===== src/rtl/game_pkg.sv =====
// Shared definitions for the whack game datapath.
//   game_state_e    : game FSM states
//   NO_BOX          : box address meaning "no contact / nothing lit"
//   ARM_RETRY_LIMIT : rejected LFSR samples tolerated before a target is forced
package game_pkg;

  typedef enum logic [2:0] {
    IDLE     = 3'd0,
    ARM      = 3'd1,
    WAIT_HIT = 3'd2,
    COOLDOWN = 3'd3,
    DONE     = 3'd4
  } game_state_e;

  localparam int NO_BOX          = 0;
  localparam int ARM_RETRY_LIMIT = 8;

endpackage


===== src/rtl/sensor_contact_det.sv =====
// Sensor contact detector: two-flop synchroniser for the raw box address,
// followed by a hold register holding the previous synchronised value.
// A contact is reported for exactly one cycle when the synchronised address
// leaves zero, so a box that is held down produces a single contact.
// Ports:
//   CLOCK_50     in  system clock
//   reset        in  asynchronous, active-high
//   sensor_addr  in  raw box address, asynchronous to CLOCK_50
//   contact      out one-cycle contact strobe
//   contact_addr out synchronised box address carried by the contact
module sensor_contact_det #(
  parameter int ADDR_W = 3
) (
  input  logic              CLOCK_50,
  input  logic              reset,
  input  logic [ADDR_W-1:0] sensor_addr,
  output logic              contact,
  output logic [ADDR_W-1:0] contact_addr
);

  logic [ADDR_W-1:0] sync1_q, sync1_d;
  logic [ADDR_W-1:0] sync2_q, sync2_d;
  logic [ADDR_W-1:0] hold_q,  hold_d;

  always_comb begin
    sync1_d = sensor_addr;
    sync2_d = sync1_q;
    hold_d  = sync2_q;
  end

  always_ff @(posedge CLOCK_50 or posedge reset) begin
    if (reset) begin
      sync1_q <= '0;
      sync2_q <= '0;
      hold_q  <= '0;
    end else begin
      sync1_q <= sync1_d;
      sync2_q <= sync2_d;
      hold_q  <= hold_d;
    end
  end

  // Contact appears two edges after an input change; the game FSM registers
  // its reaction on the third edge.
  assign contact      = (sync2_q != '0) && (hold_q == '0);
  assign contact_addr = sync2_q;

endmodule


===== src/rtl/whack_game_engine.sv =====
// Game datapath for the N-box whack game: picks targets from the LFSR, scores
// hits and misses with saturation, runs the countdown timer and the hit sound.
// Ports:
//   CLOCK_50, reset          clock; asynchronous active-high reset
//   start_game               level; rising edge starts a game from IDLE/DONE
//   sensor_addr              raw box address from read_sensor (async)
//   lfsr_value               free-running LFSR sample
//   target, target_valid     lit box (0 when none) and "waiting for a hit"
//   score, game_timer        running score, seconds remaining
//   game_over                high in DONE
//   hit_event, miss_event    one-cycle pulses
//   play_sound               audio trigger
//   state_dbg                current FSM state
// target/target_valid: target is meaningful only while target_valid is high;
// there is no ready, the player "accepts" it by hitting a box, and the pair is
// withdrawn (both low/zero) on the cycle after the hit, miss or game end.
module whack_game_engine
  import game_pkg::*;
#(
  parameter int NUM_BOXES     = 6,
  parameter int ADDR_W        = 3,
  parameter int SCORE_W       = 11,
  parameter int CLK_HZ        = 50_000_000,
  parameter int GAME_SECONDS  = 60,
  parameter int TARGET_CYCLES = 75_000_000,
  parameter int COOLDOWN_CYC  = 5_000_000,
  parameter int SOUND_CYCLES  = 10_000_000,
  parameter int HIT_PTS       = 1,
  parameter int MISS_PTS      = 1
) (
  input  logic               CLOCK_50,
  input  logic               reset,
  input  logic               start_game,
  input  logic [ADDR_W-1:0]  sensor_addr,
  input  logic [ADDR_W-1:0]  lfsr_value,
  output logic [ADDR_W-1:0]  target,
  output logic               target_valid,
  output logic [SCORE_W-1:0] score,
  output logic [6:0]         game_timer,
  output logic               game_over,
  output logic               hit_event,
  output logic               miss_event,
  output logic               play_sound,
  output game_state_e        state_dbg
);

  localparam int PRESC_W = (CLK_HZ > 1)        ? $clog2(CLK_HZ)        : 1;
  localparam int TGT_W   = (TARGET_CYCLES > 1) ? $clog2(TARGET_CYCLES) : 1;
  localparam int CD_W    = (COOLDOWN_CYC > 1)  ? $clog2(COOLDOWN_CYC)  : 1;
  localparam int SND_W   = $clog2(SOUND_CYCLES + 1);
  localparam int RETRY_W = $clog2(ARM_RETRY_LIMIT);

  localparam logic [PRESC_W-1:0] PRESC_LAST = PRESC_W'(CLK_HZ - 1);
  localparam logic [TGT_W-1:0]   TGT_LAST   = TGT_W'(TARGET_CYCLES - 1);
  localparam logic [CD_W-1:0]    CD_LAST    = CD_W'(COOLDOWN_CYC - 1);
  localparam logic [SND_W-1:0]   SND_LOAD   = SND_W'(SOUND_CYCLES);
  localparam logic [RETRY_W-1:0] RETRY_LAST = RETRY_W'(ARM_RETRY_LIMIT - 1);
  localparam logic [6:0]         TIMER_INIT = 7'(GAME_SECONDS);
  localparam logic [ADDR_W-1:0]  NO_BOX_A   = ADDR_W'(NO_BOX);
  localparam logic [ADDR_W-1:0]  MAX_BOX    = ADDR_W'(NUM_BOXES);
  localparam logic [SCORE_W-1:0] SCORE_MAX  = {SCORE_W{1'b1}};
  localparam logic [SCORE_W:0]   HIT_EXT    = (SCORE_W + 1)'(HIT_PTS);
  localparam logic [SCORE_W:0]   MISS_EXT   = (SCORE_W + 1)'(MISS_PTS);

  function automatic logic [SCORE_W-1:0] add_sat(input logic [SCORE_W-1:0] s);
    logic [SCORE_W:0] sum;
    sum = {1'b0, s} + HIT_EXT;
    if (sum > {1'b0, SCORE_MAX}) return SCORE_MAX;
    return sum[SCORE_W-1:0];
  endfunction

  function automatic logic [SCORE_W-1:0] sub_floor(input logic [SCORE_W-1:0] s);
    logic [SCORE_W:0] diff;
    if ({1'b0, s} < MISS_EXT) return '0;
    diff = {1'b0, s} - MISS_EXT;
    return diff[SCORE_W-1:0];
  endfunction

  logic              contact;
  logic [ADDR_W-1:0] contact_addr;

  sensor_contact_det #(.ADDR_W(ADDR_W)) u_contact (
    .CLOCK_50     (CLOCK_50),
    .reset        (reset),
    .sensor_addr  (sensor_addr),
    .contact      (contact),
    .contact_addr (contact_addr)
  );

  game_state_e        state_q, state_d;
  logic [ADDR_W-1:0]  target_q, target_d;
  logic               target_valid_q, target_valid_d;
  logic [ADDR_W-1:0]  prev_target_q, prev_target_d;
  logic [SCORE_W-1:0] score_q, score_d;
  logic [6:0]         timer_q, timer_d;
  logic [PRESC_W-1:0] presc_q, presc_d;
  logic [TGT_W-1:0]   tgt_cnt_q, tgt_cnt_d;
  logic [CD_W-1:0]    cd_cnt_q, cd_cnt_d;
  logic [RETRY_W-1:0] retry_q, retry_d;
  logic [SND_W-1:0]   snd_cnt_q, snd_cnt_d;
  logic               hit_q, hit_d;
  logic               miss_q, miss_d;
  logic               start_q, start_d;

  logic              start_rise;
  logic              cand_ok;
  logic [ADDR_W-1:0] forced_target;

  assign start_rise = start_game & ~start_q;
  assign cand_ok    = (lfsr_value != NO_BOX_A) && (lfsr_value <= MAX_BOX) &&
                      (lfsr_value != prev_target_q);
  // (prev % NUM_BOXES) + 1 without a divider: prev never exceeds NUM_BOXES.
  assign forced_target = (prev_target_q >= MAX_BOX) ? ADDR_W'(1)
                                                    : prev_target_q + ADDR_W'(1);

  always_comb begin
    state_d        = state_q;
    target_d       = target_q;
    target_valid_d = target_valid_q;
    prev_target_d  = prev_target_q;
    score_d        = score_q;
    timer_d        = timer_q;
    presc_d        = presc_q;
    tgt_cnt_d      = tgt_cnt_q;
    cd_cnt_d       = cd_cnt_q;
    retry_d        = retry_q;
    snd_cnt_d      = (snd_cnt_q != '0) ? snd_cnt_q - SND_W'(1) : snd_cnt_q;
    hit_d          = 1'b0;
    miss_d         = 1'b0;
    start_d        = start_game;

    case (state_q)
      IDLE, DONE: begin
        if (start_rise) begin
          state_d = ARM;
          score_d = '0;
          timer_d = TIMER_INIT;
          presc_d = '0;
          retry_d = '0;
        end
      end
      ARM: begin
        if (cand_ok || (retry_q == RETRY_LAST)) begin
          target_d       = cand_ok ? lfsr_value : forced_target;
          prev_target_d  = cand_ok ? lfsr_value : forced_target;
          target_valid_d = 1'b1;
          tgt_cnt_d      = '0;
          state_d        = WAIT_HIT;
        end else begin
          retry_d = retry_q + RETRY_W'(1);
        end
      end
      WAIT_HIT: begin
        // A contact takes precedence over a timeout landing on the same cycle.
        if (contact || (tgt_cnt_q == TGT_LAST)) begin
          if (contact && (contact_addr == target_q)) begin
            score_d   = add_sat(score_q);
            hit_d     = 1'b1;
            snd_cnt_d = SND_LOAD;
          end else begin
            score_d = sub_floor(score_q);
            miss_d  = 1'b1;
          end
          target_d       = NO_BOX_A;
          target_valid_d = 1'b0;
          cd_cnt_d       = '0;
          state_d        = COOLDOWN;
        end else begin
          tgt_cnt_d = tgt_cnt_q + TGT_W'(1);
        end
      end
      COOLDOWN: begin
        if (cd_cnt_q == CD_LAST) begin
          retry_d = '0;
          state_d = ARM;
        end else begin
          cd_cnt_d = cd_cnt_q + CD_W'(1);
        end
      end
      default: state_d = IDLE;
    endcase

    // Game clock runs only while playing. Expiry overrides the next state but
    // keeps any score update and pulse decided above for this cycle.
    if (state_q inside {ARM, WAIT_HIT, COOLDOWN}) begin
      if (presc_q == PRESC_LAST) begin
        presc_d = '0;
        timer_d = timer_q - 7'd1;
        if (timer_q == 7'd1) begin
          state_d        = DONE;
          target_d       = NO_BOX_A;
          target_valid_d = 1'b0;
          snd_cnt_d      = '0;
        end
      end else begin
        presc_d = presc_q + PRESC_W'(1);
      end
    end
  end

  always_ff @(posedge CLOCK_50 or posedge reset) begin
    if (reset) begin
      state_q        <= IDLE;
      target_q       <= '0;
      target_valid_q <= 1'b0;
      prev_target_q  <= '0;
      score_q        <= '0;
      timer_q        <= TIMER_INIT;
      presc_q        <= '0;
      tgt_cnt_q      <= '0;
      cd_cnt_q       <= '0;
      retry_q        <= '0;
      snd_cnt_q      <= '0;
      hit_q          <= 1'b0;
      miss_q         <= 1'b0;
      start_q        <= 1'b0;
    end else begin
      state_q        <= state_d;
      target_q       <= target_d;
      target_valid_q <= target_valid_d;
      prev_target_q  <= prev_target_d;
      score_q        <= score_d;
      timer_q        <= timer_d;
      presc_q        <= presc_d;
      tgt_cnt_q      <= tgt_cnt_d;
      cd_cnt_q       <= cd_cnt_d;
      retry_q        <= retry_d;
      snd_cnt_q      <= snd_cnt_d;
      hit_q          <= hit_d;
      miss_q         <= miss_d;
      start_q        <= start_d;
    end
  end

  assign target       = target_q;
  assign target_valid = target_valid_q;
  assign score        = score_q;
  assign game_timer   = timer_q;
  assign game_over    = (state_q == DONE);
  assign hit_event    = hit_q;
  assign miss_event   = miss_q;
  assign play_sound   = (snd_cnt_q != '0);
  assign state_dbg    = state_q;

endmodule

===== config.mk =====
export PLATFORM = sky130hd
export DESIGN_NAME = whack_game_engine
export DESIGN_NICKNAME = d
export VERILOG_FILES = /design/src/rtl/game_pkg.sv /design/src/rtl/sensor_contact_det.sv /design/src/rtl/whack_game_engine.sv
export SDC_FILE = /design/constraint.sdc
export NUM_CORES = 1
export LEC_CHECK = 0
export BUFFER_PORTS_ARGS = -buffer_cell sky130_fd_sc_hd__buf_2
export CELL_PAD_IN_SITES_DETAIL_PLACEMENT = 1
export CELL_PAD_IN_SITES_GLOBAL_PLACEMENT = 1
export CORE_MARGIN = 8
export CORE_UTILIZATION = 35
export DETAILED_ROUTE_END_ITERATION = 12
export PLACE_DENSITY = 0.62
export SLEW_MARGIN = 20
export SYNTH_ARGS = -nofsm -noshare
export SYNTH_HDL_FRONTEND = slang
export SYNTH_HIERARCHICAL = 1
export SYNTH_SLANG_ARGS = --single-unit

===== constraint.sdc =====
create_clock -name CLOCK_50 -period 3.9 [get_ports CLOCK_50]
set_clock_uncertainty 0.15 [all_clocks]
set_input_delay 0.195 -clock CLOCK_50 [delete_from_list [all_inputs] [get_ports CLOCK_50]]
set_output_delay 0.195 -clock CLOCK_50 [all_outputs]
set_load 0.03 [all_outputs]

==> qor.csv <==
metric,value,unit
most frequent cells in the layout,"dfrtp_1 (139), nor2_1 (98), nand2_1 (84)",
final count of pins violating max slew,0,
"Setup violations, final",0,
I/O Buffers,37,
vias in the first global route,6863,
Fill cells,2587,
Tcrit/Tclk final,78.4,%
DP Cell Count,1173,
CP Capture Type,output port,
Layout area overhead,14.7,%
Initial Util,35.4,%
Final Non-Filler Cells,1210,
startpoint type of the worst setup path,register,
mean post-synth cell area,9.15,µm²
Critical R2R Capture,score[2]$_DFFE_PP0P_,
Worst IR Drop VDD,0.229,mV
reg2reg setup slack,0.95,ns
top layer in use,met4,
count of cell types in the netlist,73,
Final Hold Viols,0,
wire length on met2,9970,µm
vias per cell,5.50,
top_reg_cell synth,dfrtp_1,
hold path depth,3,
FP Rows,55,
Synth warnings,6,
Combinational Power Share,2.8,%
hpwl dp,15000,µm
clock share of power,50.4,%
htree depth,4,
worst path arrival time,2.71,ns
fin area,9120,µm²
GP Congestion,0.790,
post-route setup TNS,0,ns
Hold Crit Start,lfsr_value[1],
GRT Residual Overflow,0,
"most common cell after layout, fill and taps aside",dfrtp_1,
Die W,167,µm
metal3 WL,601,µm
# diodes,0,
crit path launch,snd_cnt_q[11]$_DFF_PP0_,
initial antenna violation count,0,
Area after DPL,8480,µm²
status,completed,
Total Wirelength,21400,µm
DR WL/cell,17.7,µm
"Clk Latency, worst-skew pair",0.42,ns
Total Routing Usage GR,15.9,%
RSZ-0062 raised after global routing,no,
deepest clock path buffer count,2,
FMAX,327,MHz
# DRC,0,
CP Class,reg2out,
Yosys reg bits,143,
Reg2Reg Launch Point,u_contact/hold_q[1]$_DFF_PP0_,
M1 WL,10500,µm
post-layout net count,933,
Cells after Synth,869,
final worst path period need,3.06,ns
Worst-path clk slew,0.06,ns
leakage power,3.86,nW
CTS root buffer,clkbuf_16,
Sequential Power Share,46.7,%
clock sink count,143,
largest net degree at the start of global routing,55,
Rel. slew slack,26.0,%
Die Ht,167,µm
number of flops mapped to enable cells by yosys,0,
CP required,3.56,ns
pwr/cell area,354,nW/µm²
num ports,38,
max_cap viols,0,
first-pass GRT wire length,36500,µm
Net Sw Frac,22.6,%
initial drt markers,384,
post-CTS setup buffers,0,
Post-Synthesis Cell Area,7960,µm²
DIE AREA,27800,µm²
Pre-Repair DR Iteration Count,4,
layout cells sized above 1,13.3,%
CTS tree,built,
via count,6649,
syn nets,890,
worst r2r path cells,7,
post-route ant nets,0,
hold path endpoint,target[1]$_DFF_PP0_,
Core Area,22500,µm²
switching component of the power,0.728,mW
Hold Path Class,in2reg,
async set-reset flop share out of synthesis,100,%
total CTS buffers,17,
sequential element share of the synthesized area,45.0,%
CP max FO,12,
worst slew pin tran,1.10,ns
Internal,2.50,mW
power by group through the flow:
| stage | combinational [mW] | sequential, mW | clock [mW] |
|---|---|---|---|
| after floorplan | 0.0530 | 1.54 | 0 |
| after CTS | 0.0955 | 1.51 | 1.69 |
| after global routing | 0.104 | 1.51 | 1.74 |
| after global placement | 0.0900 | 1.54 | 0 |
| final | 0.0911 | 1.51 | 1.63 |
| after detailed placement | 0.0909 | 1.53 | 0 |
synthesized netlist by cell type, drive strengths merged, types with 3 or more instances:
| cell type | instances | share of area, % |
|---|---|---|
| or3 | 11 | 0.87 |
| o31ai | 5 | 0.64 |
| nor2 | 99 | 4.7 |
| a2bb2oi | 3 | 0.33 |
| nand2 | 84 | 4.0 |
| or2 | 5 | 0.39 |
| dfstp | 4 | 1.3 |
| or4 | 5 | 0.52 |
| nand4 | 28 | 2.2 |
| or4b | 3 | 0.38 |
| and2 | 5 | 0.39 |
| and4 | 10 | 1.1 |
| clkbuf | 20 | 0.96 |
| xor2 | 26 | 2.9 |
| xnor2 | 37 | 4.1 |
| a31o | 5 | 0.55 |
| nor2b | 6 | 0.47 |
| a21oi | 40 | 2.5 |
| nand3 | 45 | 2.8 |
| nor4b | 5 | 0.82 |
| a21o | 5 | 0.47 |
| a41oi | 3 | 0.33 |
| a211oi | 6 | 0.69 |
| inv | 22 | 1.0 |
| mux2i | 9 | 1.1 |
| a31oi | 29 | 2.3 |
| nand2b | 8 | 0.63 |
| nor3 | 42 | 2.9 |
| nand3b | 3 | 0.28 |
| a22o | 5 | 0.55 |
| nor3b | 3 | 0.28 |
| dfrtp | 139 | 44 |
| nor4 | 17 | 2.4 |
| and3 | 20 | 1.6 |
| o21ai | 54 | 3.4 |
| ha | 12 | 1.9 |
| a22oi | 3 | 0.28 |
| buf | 15 | 1.1 |
| nand4b | 4 | 0.44 |
layout make-up:
class                           count  area [µm²]  area share [%]
Sequential cell                   143        3580            39.3
Clock buffer                       19         453            4.97
Timing Repair Buffer               59         375            4.12
Clock inverter                     13         138            1.51
Tap cell                          285         357            3.91
Inverter                           22        86.3           0.947
Multi-Input combinational cell    669        4130            45.3
critical path, cell delays in order, from the launching register on:
cell	delay (ns)
dfrtp_1	0.41
or3_1	0.44
nor4_1	0.54
nand3_1	0.55
buf_2	0.35
per-stage QoR:
stage	hold WS [ns]	util, %	setup WS, ns	power [mW]
floorplan	-0.127	-	1.45	1.59
global placement	0.0683	37.7	1.00	1.63
detailed placement	0.0720	37.7	0.924	1.63
CTS	0.0194	40.5	0.832	3.29
global route	0.0422	40.5	0.647	3.35
finish	0.0432	40.5	0.841	3.23
repair_timing:
item,4_1_cts,5_1_grt
hold endpoints to repair,42,0
hold buffers,5,0
resized for setup,0,0
worst max-delay path by stage:
stage,end,depth (start not counted),slack [ns]
floorplan,score[2]$_DFFE_PP0P_,6,1.45
global placement,snd_cnt_q[22]$_DFF_PP0_,6,1.0
detailed placement,score[2]$_DFFE_PP0P_,7,0.92
CTS,play_sound,4,0.83
global route,play_sound,4,0.65
finish,play_sound,4,0.84
state kept, by name, indices dropped and copies added (netlist names):
| signal | flops |
|---|---|
| state_dbg | 3 |
| u_contact/contact_addr | 3 |
| retry_q | 3 |
| u_contact/sync1_q | 3 |
| score | 11 |
| u_contact/hold_q | 3 |
| game_timer | 7 |
| prev_target_q | 3 |
| target | 3 |
| presc_q | 26 |
| start_q | 1 |
| target_valid | 1 |
| miss_event | 1 |
| cd_cnt_q | 23 |
| hit_event | 1 |
| tgt_cnt_q | 27 |
| snd_cnt_q | 24 |
cells by family (layout without fill, tap and decap cells):
logic type	count (synthesis)	in the layout	synth area share, %
AOI/OAI and AO/OA	174	174	13.7
xor gates and xnor gates	63	63	6.94
adders and majority gates	12	12	1.89
buffers and inverters	57	113	3.11
DFF	143	143	45.0
muxes	10	10	1.27
and+or+nand+nor	410	410	28.0
metal layers:
layer  GRT usage (%)  vias up
met1            21.1     3344
li1                -     3232
met3            3.90       14
met5               0        -
met4            4.35        0
met2            25.6       59
Note: power is estimated with default switching activity, not from simulation.
